### src/rtl/ysyx_22041412_lsu.sv
// Load/store unit for the ysyx_22041412 RV64 core. It runs one data-memory access per
// request on an 8-byte bus, extends load data, and completes bad requests with an error.
module ysyx_22041412_lsu (
   input  logic        clk,
   input  logic        rst,
   input  logic        in_valid,
   output logic        in_ready,
   input  logic        in_load,
   input  logic        in_store,
   input  logic [2:0]  in_func3,
   input  logic [63:0] in_addr,
   input  logic [63:0] in_wdata,
   input  logic [4:0]  in_rd,
   output logic        mem_valid,
   input  logic        mem_ready,
   output logic        mem_we,
   output logic [63:0] mem_addr,
   output logic [63:0] mem_wdata,
   output logic [7:0]  mem_wmask,
   input  logic        mem_rvalid,
   input  logic [63:0] mem_rdata,
   output logic        out_valid,
   output logic [63:0] out_rdata,
   output logic [4:0]  out_rd,
   output logic        out_err
);

   typedef enum logic [1:0] {
      IDLE   = 2'd0,
      REQ    = 2'd1,
      WAIT_R = 2'd2,
      DONE   = 2'd3
   } state_t;

   state_t      r_state;
   state_t      w_state_next;

   logic        r_we;
   logic [63:0] r_addr;
   logic [2:0]  r_off;
   logic [2:0]  r_func3;
   logic [63:0] r_wdata;
   logic [7:0]  r_wmask;
   logic [4:0]  r_rd;
   logic        r_err;
   logic [63:0] r_rdata;

   logic        w_accept;
   logic        w_is_store;
   logic        w_illegal;
   logic [2:0]  w_align_mask;
   logic        w_misaligned;
   logic        w_err;
   logic [3:0]  w_size;
   logic [3:0]  w_lane_end;
   logic [7:0]  w_lane_en;
   logic [63:0] w_wdata_sh;
   logic [63:0] w_rshift;
   logic [63:0] w_load_ext;

   // Request decode, evaluated only while IDLE.
   assign w_accept     = (r_state == IDLE) && in_valid;
   assign w_is_store   = in_store && !in_load;
   assign w_illegal    = (in_load == in_store)
                       || (in_store && in_func3[2])
                       || (in_load && (in_func3 == 3'b111));
   assign w_size       = 4'd1 << in_func3[1:0];
   assign w_misaligned = |(in_addr[2:0] & w_align_mask);
   assign w_err        = w_illegal || w_misaligned;

   always_comb begin
      w_align_mask = 3'b000;
      case (in_func3[1:0])
         2'd0:    w_align_mask = 3'b000;
         2'd1:    w_align_mask = 3'b001;
         2'd2:    w_align_mask = 3'b011;
         default: w_align_mask = 3'b111;
      endcase
   end

   // A lane is written when it lies in [offset, offset + size); aligned ops never wrap.
   assign w_lane_end = {1'b0, in_addr[2:0]} + w_size;

   for (genvar gi = 0; gi < 8; gi++) begin : g_lane
      localparam logic [3:0] LANE = 4'(gi);
      assign w_lane_en[gi] = (LANE >= {1'b0, in_addr[2:0]}) && (LANE < w_lane_end);
   end

   assign w_wdata_sh = in_wdata << {in_addr[2:0], 3'b000};

   // Load extraction from the registered byte offset and funct3.
   assign w_rshift = mem_rdata >> {r_off, 3'b000};

   always_comb begin
      w_load_ext = w_rshift;
      case (r_func3)
         3'b000:  w_load_ext = {{56{w_rshift[7]}},  w_rshift[7:0]};
         3'b001:  w_load_ext = {{48{w_rshift[15]}}, w_rshift[15:0]};
         3'b010:  w_load_ext = {{32{w_rshift[31]}}, w_rshift[31:0]};
         3'b100:  w_load_ext = {56'd0, w_rshift[7:0]};
         3'b101:  w_load_ext = {48'd0, w_rshift[15:0]};
         3'b110:  w_load_ext = {32'd0, w_rshift[31:0]};
         default: w_load_ext = w_rshift;
      endcase
   end

   always_ff @(posedge clk or posedge rst) begin
      if (rst) begin
         r_state <= IDLE;
      end else begin
         r_state <= w_state_next;
      end
   end

   always_comb begin
      w_state_next = r_state;
      case (r_state)
         IDLE: begin
            if (in_valid) begin
               w_state_next = w_err ? DONE : REQ;
            end
         end
         REQ: begin
            if (mem_ready) begin
               w_state_next = r_we ? DONE : WAIT_R;
            end
         end
         WAIT_R: begin
            if (mem_rvalid) begin
               w_state_next = DONE;
            end
         end
         default: begin
            w_state_next = IDLE;
         end
      endcase
   end

   // Request fields are latched once at acceptance so they stay stable under backpressure.
   always_ff @(posedge clk or posedge rst) begin
      if (rst) begin
         r_we    <= 1'b0;
         r_addr  <= 64'd0;
         r_off   <= 3'd0;
         r_func3 <= 3'd0;
         r_wdata <= 64'd0;
         r_wmask <= 8'd0;
         r_rd    <= 5'd0;
         r_err   <= 1'b0;
         r_rdata <= 64'd0;
      end else begin
         if (w_accept) begin
            r_we    <= w_is_store;
            r_addr  <= {in_addr[63:3], 3'b000};
            r_off   <= in_addr[2:0];
            r_func3 <= in_func3;
            r_wdata <= w_is_store ? w_wdata_sh : 64'd0;
            r_wmask <= w_is_store ? w_lane_en : 8'd0;
            r_rd    <= in_rd;
            r_err   <= w_err;
            r_rdata <= 64'd0;
         end
         if ((r_state == WAIT_R) && mem_rvalid) begin
            r_rdata <= w_load_ext;
         end
      end
   end

   assign in_ready  = (r_state == IDLE);
   assign mem_valid = (r_state == REQ);
   assign mem_we    = r_we;
   assign mem_addr  = r_addr;
   assign mem_wdata = r_wdata;
   assign mem_wmask = r_wmask;
   assign out_valid = (r_state == DONE);
   assign out_rdata = r_rdata;
   assign out_rd    = r_rd;
   assign out_err   = r_err;

endmodule

### config.mk
export PLATFORM = sky130hd
export DESIGN_NAME = ysyx_22041412_lsu
export DESIGN_NICKNAME = d
export VERILOG_FILES = /design/src/rtl/ysyx_22041412_lsu.sv
export SDC_FILE = /design/constraint.sdc
export NUM_CORES = 1
export LEC_CHECK = 0
export ABC_AREA = 1
export BUFFER_PORTS_ARGS = -buffer_cell sky130_fd_sc_hd__buf_2
export CAP_MARGIN = 20
export CELL_PAD_IN_SITES_DETAIL_PLACEMENT = 0
export CELL_PAD_IN_SITES_GLOBAL_PLACEMENT = 1
export CORE_UTILIZATION = 35
export CTS_BUF_LIST = sky130_fd_sc_hd__clkbuf_16
export CTS_CLUSTER_DIAMETER = 40
export DETAILED_ROUTE_END_ITERATION = 12
export PLACE_DENSITY = 0.79
export SKIP_CTS_REPAIR_TIMING = 1
export SLEW_MARGIN = 10
export SYNTH_ARGS = -nofsm -noshare
export SYNTH_HDL_FRONTEND = slang
export SYNTH_SLANG_ARGS = --single-unit
export TNS_END_PERCENT = 100
### constraint.sdc
create_clock -name clk -period 8.9 [get_ports clk]
set_clock_uncertainty 0.2 [all_clocks]
set_input_delay 0 -clock clk [delete_from_list [all_inputs] [get_ports clk]]
set_output_delay 0 -clock clk [all_outputs]
set_load 0.02 [all_outputs]
---- After elaboration in Yosys (flattened, before gate mapping) ----
Cells that the tools add are included.
word-level totals
  register bits after elaboration ......... 212
  bits in latches ......................... 0
  bits in writable memories ............... 0
  bits in read-only memories .............. 0
  output and inout port bits .............. 210
  logic and storage cells ................. 79
  memories kept ........................... 0
cells by class
  $add $sub $neg .......................... 1
  multiply operators ...................... 0
  div/mod/pow operators ................... 0
  magnitude comparators ................... 15
  equality and inequality tests ........... 15
  shift operators ......................... 3
  muxes and demuxes ....................... 12
  bitwise logic cells ..................... 1
  reduce and logical (&&, ||, !) cells .... 22
operators by type and width
  cell                                                  count
  one-hot mux 64 bit (6 select lines)                   1
  2-to-1 mux 64 bit                                     3
  left shift 64 x 6 -> 64 bit                           1
  right shift 64 x 6 -> 64 bit                          1
  < comparator 3 x 4 -> 1 bit (first input constant)    4
  equality test 3 bit (second input constant)           4
  logical AND 1 bit                                     12
  >= comparator 3 bit (first input constant)            3
  one-hot mux 3 bit (3 select lines)                    1
  < comparator 1 x 4 -> 1 bit (first input constant)    2
  < comparator 2 x 4 -> 1 bit (first input constant)    2
  2-to-1 mux 2 bit                                      4
  2-to-1 mux 8 bit                                      1
  equality test 2 bit (second input constant)           3
  >= comparator 1 x 3 -> 1 bit (first input constant)   2
  >= comparator 2 x 3 -> 1 bit (first input constant)   2
  one-hot mux 2 bit (3 select lines)                    1
  adder 3 x 4 -> 4 bit                                  1
  equality test 2 x 1 -> 1 bit (second input constant)  2
  logical NOT 2 bit                                     2
  inequality test 2 bit (second input constant)         2
  left shift 1 x 2 -> 4 bit (first input constant)      1
  AND 3 bit                                             1
  equality test 3 x 1 -> 1 bit (second input constant)  1
  other kinds (10)                                      12

---- Logic depth before layout (Yosys ltp) ----
  depth in word-level cells ............... 8
  depth in mapped cells ................... 13
  depth with buffers taken out ............ 11

---- Worst setup path after synthesis ----
No wires, ideal clock.
  path type ............................... register -> register
  start point ............................. register r_state[0]
  end point ............................... register r_addr[10], in the netlist mem_addr[10]
  data arrival time ....................... 1755 ps
  data required time ...................... 8634 ps
  slack ................................... 6879 ps
  cell stages (with the launch flop) ...... 10
  buffers on the path ..................... 3
  clock period less this slack ............ 2021 ps
  cells stage by stage .................... dfrtp_1 > inv_1 > ha_1 > nand2_1 > buf_2 > inv_1 > buf_2 > buf_1 > nand2_1 > nand2_1
on the way
  cells in the longest elaborated chain, start to end .. 2
ends and longest elaborated chain
  element                   RTL line  RTL
  start: declaration        35        state_t r_state;
  start signal: assignment  111       r_state <= w_state_next;
  logical NOT 2 bit         --
  net in_ready              7         output logic in_ready,
  logical AND 1 bit         62        assign w_accept = (r_state == IDLE) && in_valid;
  end signal: assignment    154       r_addr <= {in_addr[63:3], 3'b000};
  end: declaration          39        logic [63:0] r_addr;
The timed path passes the listed nets, and every way through them passes these cells.
A chain may end at the register's enable or synchronous reset.

---- Worst setup path after layout ----
  start point ............................. register r_state[0]
  end point ............................... register r_wdata[54], in the netlist mem_wdata[54]
on the way
  cells in the longest elaborated chain, start to end .. 2
ends and longest elaborated chain
  element                 RTL line  RTL
  logical NOT 2 bit       62
  logical AND 1 bit       62
  end signal: assignment  157       r_wdata <= w_is_store ? w_wdata_sh : 64'd0;
  end: declaration        42        logic [63:0] r_wdata;
No other way between the ends.

==> metrics.md <==
| Metric | Value |
|---|---|
| Final ANT Viol Nets | 0 |
| Routed Wire Length | 49.86 mm |
| Proportion of synthesized chip area in sequential cells | between 40 and 50% |
| Leakage power total | roughly 10 nW |
| DIE AREA | about 36000 um^2 |
| Detailed placement HPWL | around 33 mm |
| Kind of start point of the critical path | flop |
| RSZ-0062 raised after global routing | false |
| Clock group share of total power | 24.2% |
| Violated checks | hold timing |
| Post-synthesis cell type with the largest combined area | dfrtp_1 |
| Via count | 14121 |
| Met3 track demand over resource | around 6.3% |
| Leading cell type in the layout, fill and taps excluded | nand2_1 |
| Clock Root Buffer | clkbuf_16 |
| Final hold violation count | 26 |
| Relative max-transition margin | between 30% and 40% |
| Count of synthesis-stage warnings from yosys | 0 |
| Gpl congestion | ~0.9 |
| Total DRC errors in the routed layout | 0 |
| GR met2 Demand/Resource | approximately 42% |
| Worst Path Max Fanout | 47 |
| Category of the critical setup timing path | flop to flop |
| CTS Buf Count | 42 |
| Switch share | ~46% |
| Pin count of the biggest net entering global routing | 139 |
| Gate Count Post-Synth | 1688 |
| Worst path cell trace | inv_1 -> ha_1 -> nand2_4 -> nor2_4 -> nand2_1 -> inv_2 -> nand3_1 -> dlygate4sd3_1 -> o211ai_1 -> dlygate4sd3_1 |
| Total Routing Usage GR | between 20% and 30% |
| Leading post-synthesis cells by cell area | dfrtp_1, nand2_1, nand3_1, o21ai_0, a21oi_1 |
| Seq. cell area | roughly 5300 um^2 |
| Power density over the cells | approximately 330 nW/um^2 |
| Number of standard-cell rows in the floorplan | 67 |
| Peak supply drop | ~0.19 mV |
| Worst hold slack | -80.69 ps |
| Post-Synthesis Cell Area | approximately 12000 um^2 |
| Final cell utilization of the core | between 50% and 60% |
| Die Y-Extent | around 190 um |
| Max stage delay on crit path | 720 ps |
| Number of top-level pins | roughly 420 |
| Detail-routed via count per cell | 4.993 |
| Setup ws final | 4463 ps |
| Standard cell with the maximum stage delay on the critical path | inv_2 |
| Portion of synthesized cell area occupied by the leading cell type | a little over two fifths |
| CTS tree | done |
| Buffers on Ports | between 400 and 500 |
| Antenna violations before repair | 9 |
| Number of nets at the end of the flow | 2556 |
| Number of iterations in the first detailed-routing pass | 7 |
| Logic gate share of total power | between 40% and 50% |
| Path category of the worst min-delay check | input pin to flop |
| Outcome | finished with violations |
| Setup slack of the most critical reg-to-reg path | 4460 ps |
| Pint | ~3.3 mW |
| Post-route cell area | around 19000 um^2 |
| Flop pwr share | roughly a quarter |
| First-pass GRT wire length | 70.84 mm |
| CP Data Required Time | slightly above 9000 ps |
| Final worst path period need | between 4000 and 5000 ps |
| Most Frequent Cell on Critical Path | dlygate4sd3_1 |
| Core Region | roughly 34000 um^2 |
| H-tree Lvls | 2 |
| Routed length per placed instance | ~18 um |
| Synth unique cells | 40 |
| Maximum Capacitance Violations | 0 |
| Vias in the first global route | 12318 |
| Met1 GRT Util | about a third |
| Share of post-route cells with drive strength above 1 | 23.69% |
| Register clock-pin slew on the reported worst setup and hold paths | roughly 50 ps |
| Most used routing layer in global routing | met2 |
| Average footprint of a synthesized cell | 7.209 um^2 |
| Arrival time worst endpoint | ~4700 ps |
| Maximum clock frequency | between 200 and 250 MHz |
| Clock sinks | approximately 210 |
| Setup TNS after final layout | 0 ps |
| Sw Pwr | 2.840 mW |
| Initial DRC count | roughly 1100 |
| Layout filler cell count | 3213 |
| Die Width | between 150 and 200 um |
| Flip-flop and latch count after synthesis | around 210 |
| Maximum root-to-sink buffer count | 3 |
| Clock insertion delay at the later pin of the skew report | 550 ps |
| Nature of the critical path endpoint | flop |
| Max-slew violation count | 0 |
| P&R area growth vs syn | 53.26% |
| Standard cell area after detailed placement | roughly 14000 um^2 |
| Most frequent cells in the layout | nand2_1, buf_2, dlygate4sd3_1, dfrtp_1, nand3_1 |
| Final setup violation count | 0 |
| Global-route congestion overflow total | 0 |
| Starting density of the core | between 30% and 40% |
| Worst slack at placement | roughly 5400 ps |
| Area of the multi-input gates | about 6000 um^2 |
| Transition time at the pin with the least slew margin | between 900 and 1000 ps |
| Final Cycle Share | ~50% |
[kinds of logic (layout without fill, tap and decap cells)]
group	count (synthesis)	count (layout)	share of synthesized area, %
AOI/OAI and AO/OA	271	271	13.04
xor gates and xnor gates	1	1	0.07199
adders and majority gates	9	9	0.9871
buffers and inverters	172	854	7.002
DFF	212	212	43.59
muxes	21	21	1.727
other	1	11	0.03082
and+or+nand+nor	1001	1001	33.55
[routing by layer]
| metal | up-vias | share of wire (%) | wire length (um) |
|---|---|---|---|
| li1 | 6794 | - | - |
| met1 | 6609 | 41 | 20250 |
| met2 | 638 | 49 | 24310 |
| met3 | 76 | 8.1 | 4031 |
| met4 | 4 | 2.5 | 1242 |
| met5 | - | 0.046 | 23 |
[power groups by stage]
stage	Combinational [mW]	Clock (mW)	Sequential [mW]
final	3.06	1.49	1.60
after global routing	3.35	1.55	1.64
after CTS	2.77	1.50	1.59
after detailed placement	2.76	0	1.59
after global placement	2.73	0	1.59
after floorplan	1.52	0	2.00
[sequential cells by signal, indices dropped and copies added, names as in the netlist]
name       flops
mem_we         1
out_rd         5
r_func3        3
mem_wmask      8
out_rdata     64
r_off          3
mem_addr      61
r_state        2
out_err        1
mem_wdata     64
[layout make-up]
cell class	instances	area share (%)
Antenna cell	8	0.1073
Clock buffer	42	5.635
Multi-Input combinational cell	1306	32.32
Clock inverter	34	1.483
Inverter	53	1.120
Sequential cell	212	28.45
Tap cell	448	3.006
Timing Repair Buffer	725	27.88
[worst paths after layout]
kind                                              from                         to  cells past startpoint
min in group asynchronous                          rst    mem_addr[9]$_DFFE_PP0P_                      3
worst max-delay path            r_state[0]$_DFFE_PP0P_  mem_wdata[54]$_DFFE_PP0P_                     10
worst max register to register  r_state[0]$_DFFE_PP0P_  mem_wdata[54]$_DFFE_PP0P_                     10
max in group asynchronous                          rst       r_off[0]$_DFFE_PP0P_                      4
worst min register to register   out_rd[2]$_DFFE_PP0P_      out_rd[2]$_DFFE_PP0P_                      2
worst min-delay path                     mem_rdata[14]  out_rdata[14]$_DFFE_PP0P_                      9
[through the flow]
stage,hold WS (ps),cells,power (mW)
after global placement,-7.470,2443,4.320
after detailed placement,-3.780,2444,4.349
after CTS,-569.0,2520,5.860
after global routing,-4.419,2825,6.538
final,-80.69,2828,6.146
after floorplan,-90.38,1690,3.528
[cells in the mapped netlist (all sizes together)]
library cell	instances
xor2	1
nand3	150
o211ai	35
clkinv	1
a21oi	64
nor2	50
o21bai	1
nand4	1
inv	52
o21ai	165
a22o	1
nand2	791
nand3b	2
fa	1
o311ai	3
dfrtp	212
nor3	2
o31ai	2
or2	5
mux2i	21
conb	1
buf	73
ha	8
clkbuf	46
[critical path, delay by kind of cell (launching register included)]
kind | cells | cell delay (ps)
simple gates | 4 | 1340
compound gates | 1 | 100
fa+ha+maj | 1 | 260
flops | 1 | 400
buf+inv | 4 | 2050
Note: power is estimated with default switching activity, not from simulation.
